===== config.mk =====
export PLATFORM = sky130hd
export DESIGN_NAME = fib_seq_ctrl
export DESIGN_NICKNAME = d
export VERILOG_FILES = /design/src/rtl/fib_seq_ctrl.sv
export SDC_FILE = /design/constraint.sdc
export NUM_CORES = 1
export LEC_CHECK = 0
export BUFFER_PORTS_ARGS = -buffer_cell sky130_fd_sc_hd__buf_2
export CAP_MARGIN = 20
export CORE_MARGIN = 2
export CORE_UTILIZATION = 45
export DETAILED_ROUTE_END_ITERATION = 8
export PLACE_DENSITY = 0.85
export SLEW_MARGIN = 10
export SYNTH_ARGS = -nofsm -noshare
export SYNTH_HDL_FRONTEND = slang
export SYNTH_SLANG_ARGS = --single-unit

===== constraint.sdc =====
create_clock -name clk -period 6.49 [get_ports clk]
set_input_delay 1.298 -clock clk [delete_from_list [all_inputs] [get_ports clk]]
set_output_delay 1.298 -clock clk [all_outputs]
set_load 0.02 [all_outputs]

===== src/rtl/fib_seq_ctrl.sv =====
// fib_seq_ctrl: drives the ALU with two running terms, feeds the sum back,
// and emits one Fibonacci-style term per cycle on a registered stream.
module fib_seq_ctrl #(
  parameter int unsigned N_W = 6
) (
  input  logic           clk,
  input  logic           rst,
  input  logic           start,
  input  logic [31:0]    f0,
  input  logic [31:0]    f1,
  input  logic [N_W-1:0] n,
  output logic [31:0]    alu_a,
  output logic [31:0]    alu_b,
  output logic [4:0]     alu_op,
  input  logic [31:0]    alu_out,
  output logic [31:0]    fib_out,
  output logic           fib_valid,
  output logic           busy,
  output logic           done,
  output logic           ovf
);

  localparam int unsigned D_W  = 32;
  localparam int unsigned OP_W = 5;

  typedef enum logic [1:0] {
    S_IDLE = 2'd0,
    S_RUN  = 2'd1,
    S_DONE = 2'd2
  } state_t;

  state_t         r_state, w_state_nxt;
  logic [D_W-1:0] r_ra, w_ra_nxt;
  logic [D_W-1:0] r_rb, w_rb_nxt;
  logic           r_wa, w_wa_nxt;
  logic           r_wb, w_wb_nxt;
  logic [N_W-1:0] r_cnt, w_cnt_nxt;
  logic [D_W-1:0] r_fib_out, w_fib_out_nxt;
  logic           r_fib_valid, w_fib_valid_nxt;
  logic           r_done, w_done_nxt;
  logic           r_ovf, w_ovf_nxt;
  logic           r_busy, w_busy_nxt;

  // Next-state and next-output logic; busy lags the state by one cycle so a
  // new request is only taken once the previous run has fully drained.
  always_comb begin
    w_state_nxt     = r_state;
    w_ra_nxt        = r_ra;
    w_rb_nxt        = r_rb;
    w_wa_nxt        = r_wa;
    w_wb_nxt        = r_wb;
    w_cnt_nxt       = r_cnt;
    w_fib_out_nxt   = r_fib_out;
    w_fib_valid_nxt = 1'b0;
    w_done_nxt      = 1'b0;
    w_ovf_nxt       = r_ovf;
    w_busy_nxt      = (r_state != S_IDLE);

    case (r_state)
      S_IDLE: begin
        if (start && !r_busy) begin
          w_ra_nxt    = f0;
          w_rb_nxt    = f1;
          w_wa_nxt    = 1'b0;
          w_wb_nxt    = 1'b0;
          w_cnt_nxt   = n;
          w_ovf_nxt   = 1'b0;
          w_busy_nxt  = 1'b1;
          w_state_nxt = (n != '0) ? S_RUN : S_DONE;
        end
      end
      S_RUN: begin
        w_fib_out_nxt   = r_ra;
        w_fib_valid_nxt = 1'b1;
        w_ovf_nxt       = r_ovf | r_wa;
        w_ra_nxt        = r_rb;
        w_wa_nxt        = r_wb;
        w_rb_nxt        = alu_out;
        w_wb_nxt        = (alu_out < r_ra);
        w_cnt_nxt       = r_cnt - N_W'(1);
        if (r_cnt == N_W'(1)) begin
          w_state_nxt = S_DONE;
        end
      end
      S_DONE: begin
        w_done_nxt  = 1'b1;
        w_state_nxt = S_IDLE;
      end
      default: begin
        w_state_nxt = S_IDLE;
      end
    endcase
  end

  // State and datapath registers.
  always_ff @(posedge clk or posedge rst) begin
    if (rst) begin
      r_state     <= S_IDLE;
      r_ra        <= '0;
      r_rb        <= '0;
      r_wa        <= 1'b0;
      r_wb        <= 1'b0;
      r_cnt       <= '0;
      r_fib_out   <= '0;
      r_fib_valid <= 1'b0;
      r_done      <= 1'b0;
      r_ovf       <= 1'b0;
      r_busy      <= 1'b0;
    end else begin
      r_state     <= w_state_nxt;
      r_ra        <= w_ra_nxt;
      r_rb        <= w_rb_nxt;
      r_wa        <= w_wa_nxt;
      r_wb        <= w_wb_nxt;
      r_cnt       <= w_cnt_nxt;
      r_fib_out   <= w_fib_out_nxt;
      r_fib_valid <= w_fib_valid_nxt;
      r_done      <= w_done_nxt;
      r_ovf       <= w_ovf_nxt;
      r_busy      <= w_busy_nxt;
    end
  end

  assign alu_a     = r_ra;
  assign alu_b     = r_rb;
  assign alu_op    = OP_W'(0);
  assign fib_out   = r_fib_out;
  assign fib_valid = r_fib_valid;
  assign busy      = r_busy;
  assign done      = r_done;
  assign ovf       = r_ovf;

endmodule


==> results.py <==
metrics = {
    "clocking": {
        "htree_levels": 3,
        "cts.sinks": 110,
        "clock_tree.root_cell": "clkbuf_16",
        "postCtsSetupRepairBufs": 0,
        "clk_pin_slew_ps": 70,
        "clock_latency_ps": 350,
        "cts_resized": 0,
        "cts_buffers": 9,
        "postCtsHoldBufs": 0,
        "cts_tree": "yes",
        "clock_path_buffers": 2,
    },
    "synth": {
        "synthCells": 644,
        "synth-main-ff-cell": "dfrtp_1",
        "async_reset_ff_share_pct": 100.0,
        "yosysWarnings": 0,
        "ys_ff_latch": 110,
        "synth_edf_count": 0,
        "seq_area_frac_synth_pct": 49.23,
        "synth_top_area_cell": "dfrtp_1",
        "syn_area_per_cell_um2": 8.683,
        "ys_top_cells_by_area": "dfrtp_1 (49%), nand2_1 (12%), ha_1 (7.4%)",
        "synthAdderAreaFrac_pct": 7.384,
        "synth-simple-area-share_pct": 20.27,
        "synth_xor_area_share_pct": 0,
        "netlist_area_um2": 5592,
        "yosysMostFrequentCell": "nand2_1",
        "synth_top_area_share_pct": 49.23,
        "ys_types": 43,
        "yosys-top-cells-count": "nand2_1 (174), dfrtp_1 (110), nor2_1 (72)",
        "synth-compound-area-share_pct": 15.46,
        "synth_top_family_by_area": "simple AND/OR/NAND/NOR gates",
        "synth.mux.area_fraction_pct": 0.2014,
    },
    "timing": {
        "setup_viol": 0,
        "whs_ps": 474.4,
        "hold_viol_final": 0,
        "finalCritPeriodShare_pct": 44.62,
        "worstMarginPinSlew_ps": 951.0,
        "rsz0062_at_grt": "no",
        "fin_skew_ps": 6.406,
        "fin_crit_ps": 2896,
        "setup_slack_ps": 3594,
        "max_freq_ghz": 0.3453,
        "finalSetupTns_ps": 0,
        "slew_headroom_pct": 36.60,
        "slew_violations": 0,
    },
    "routing": {
        "viasPerCell": 5.149,
        "firstDrtPassIters": 5,
        "drtAntennaViolNets": 0,
        "drc": 0,
        "wl_per_cell_um": 13.89,
        "vias": 5134,
        "routed_wl_um": 13850,
        "drt_iter0_drc": 428,
    },
    "worst_setup_path": {
        "reg2reg_from": "r_state[1]",
        "worstReg2RegEnd": "r_cnt[0]",
        "required_ps": 6720,
        "ff2ff_path_depth": 4,
        "cp-start-kind": "register",
        "r2r_slack_ps": 3590,
        "crit_type": "register to register",
        "cp_max_fo": 68,
        "cp_data_arrival_time_ps": 3120,
        "endpoint_kind": "register",
        "startpoint": "r_state[1]",
    },
    "placement": {
        "place_ws_ps": 3578,
        "routabilityCongestion": 0.8151,
        "placed_area_um2": 6598,
        "place_hpwl_um": 10140,
        "dp.cells": 981,
        "portBuffers": 204,
    },
    "grt": {
        "antenna_found_initial": 0,
        "grt_pass1_vias": 4634,
        "grt_pass1_wl_um": 22240,
        "grt.overflow.total": 0,
        "grt_usage_pct": 20.98,
        "grt_max_degree": 71,
    },
    "finish": {
        "fin_cells": 997,
        "antenna-diode-count": 0,
        "layout.nets": 962,
        "layout-drive-gt1-share_pct": 27.74,
        "fin_area_um2": 6914,
        "areaGrowthSynthToFinish_pct": 23.65,
    },
    "job": {
        "maxCapViolCount": 0,
    },
    "power_and_ir_drop": {
        "power_density_nw_per_um2": 553.6,
        "vdd_drop_max_uv": 315.8,
        "p_leak_nw": 3.509,
    },
    "die": {
        "dieArea_um2": 13330,
        "ios": 210,
        "die_w_um": 115.5,
        "coreArea_um2": 12060,
        "die_y_um": 115.5,
        "initial_core_util_pct": 46.36,
        "num_rows": 40,
    },
    "worst_hold_path": {
        "hold_path_class": "register to register",
        "hp-start": "fib_out[31]",
        "hold_depth": 2,
        "min_to": "fib_out[31]",
    },
    "run_status": {
        "status": "finished, final reports clean",
    },
}
[registers in the layout, summed over array words and instances (netlist names), 2 cells and up]
| signal | cells |
|---|---|
| alu_a | 32 |
| fib_out | 32 |
| r_cnt | 6 |
| r_state | 2 |
| alu_b | 32 |
[worst max-delay path, cell delays in order, from the launching register on]
cell,delay (ps)
dfrtp_1,620
nand2b_4,630
clkinv_2,910
a211oi_1,500
a21oi_1,70
[power by group]
part / switching, mW / total, mW / internal [mW]
Sequential: 0.256 / 1.30 / 1.05
Clock: 0.245 / 0.593 / 0.348
Combinational: 1.27 / 1.93 / 0.662
Total: 1.77 / 3.83 / 2.06
[routing by layer]
metal  vias up  wire length (um)  GRT usage [%]
met2       205              6723          34.07
met5         -                 0              0
met3        23               963          5.858
met1      2383              5920          27.86
li1       2523                 -              -
met4         0               242          5.462
[per-stage QoR]
stage	total power [mW]	utilization, %
after floorplan	2.707	-
after detailed placement	3.261	54.70
after global routing	4.153	57.32
after CTS	3.863	57.32
after global placement	3.187	54.70
final	3.827	57.32
[cell families (layout without fill, tap and decap cells)]
logic type | Yosys count | in the layout
simple gates | 279 | 279
compound gates | 142 | 142
flops | 110 | 110
buf+inv | 78 | 259
fa+ha+maj | 33 | 33
other cells | 1 | 5
mux | 1 | 1
[final cells by class]
type	instances	area [um2]
Clock inverter	4	70.07
Sequential cell	110	2753
Fill cell	1101	5147
Timing Repair Buffer	208	1051
Clock buffer	12	246.5
Multi-Input combinational cell	460	2449
Tap cell	168	210.2
Inverter	35	135.1
[cell usage in the layout (no fill, tap or decap), types with 2 or more instances in the layout]
| master | n |
|---|---|
| nand2_1 | 174 |
| a21boi_0 | 2 |
| a21o_1 | 2 |
| dfrtp_1 | 110 |
| or3_1 | 2 |
| conb_1 | 5 |
| a21oi_1 | 17 |
| inv_1 | 33 |
| a31oi_1 | 64 |
| a22oi_1 | 2 |
| bufinv_16 | 2 |
| nand4_1 | 4 |
| nor2_1 | 72 |
| buf_4 | 4 |
| o21a_1 | 2 |
| o21ai_0 | 38 |
| nand3_1 | 6 |
| ha_1 | 33 |
| nand2b_1 | 4 |
| clkinv_2 | 3 |
| nor3_1 | 4 |
| buf_2 | 204 |
| nand3b_1 | 4 |
| o22ai_1 | 3 |
| a211oi_1 | 3 |
| clkbuf_1 | 2 |
| nor2b_1 | 2 |
| clkbuf_16 | 9 |
[worst max-delay path by stage]
| stage | cells after the start | endpoint |
|---|---|---|
| finish | 4 | r_cnt[0] |
| global route | 4 | r_cnt[0] |
| CTS | 4 | r_cnt[0] |
| detailed placement | 4 | r_cnt[0] |
| global placement | 4 | r_cnt[0] |
| floorplan | 1 | alu_a[0] |
Power figures use the tool's default switching activity.
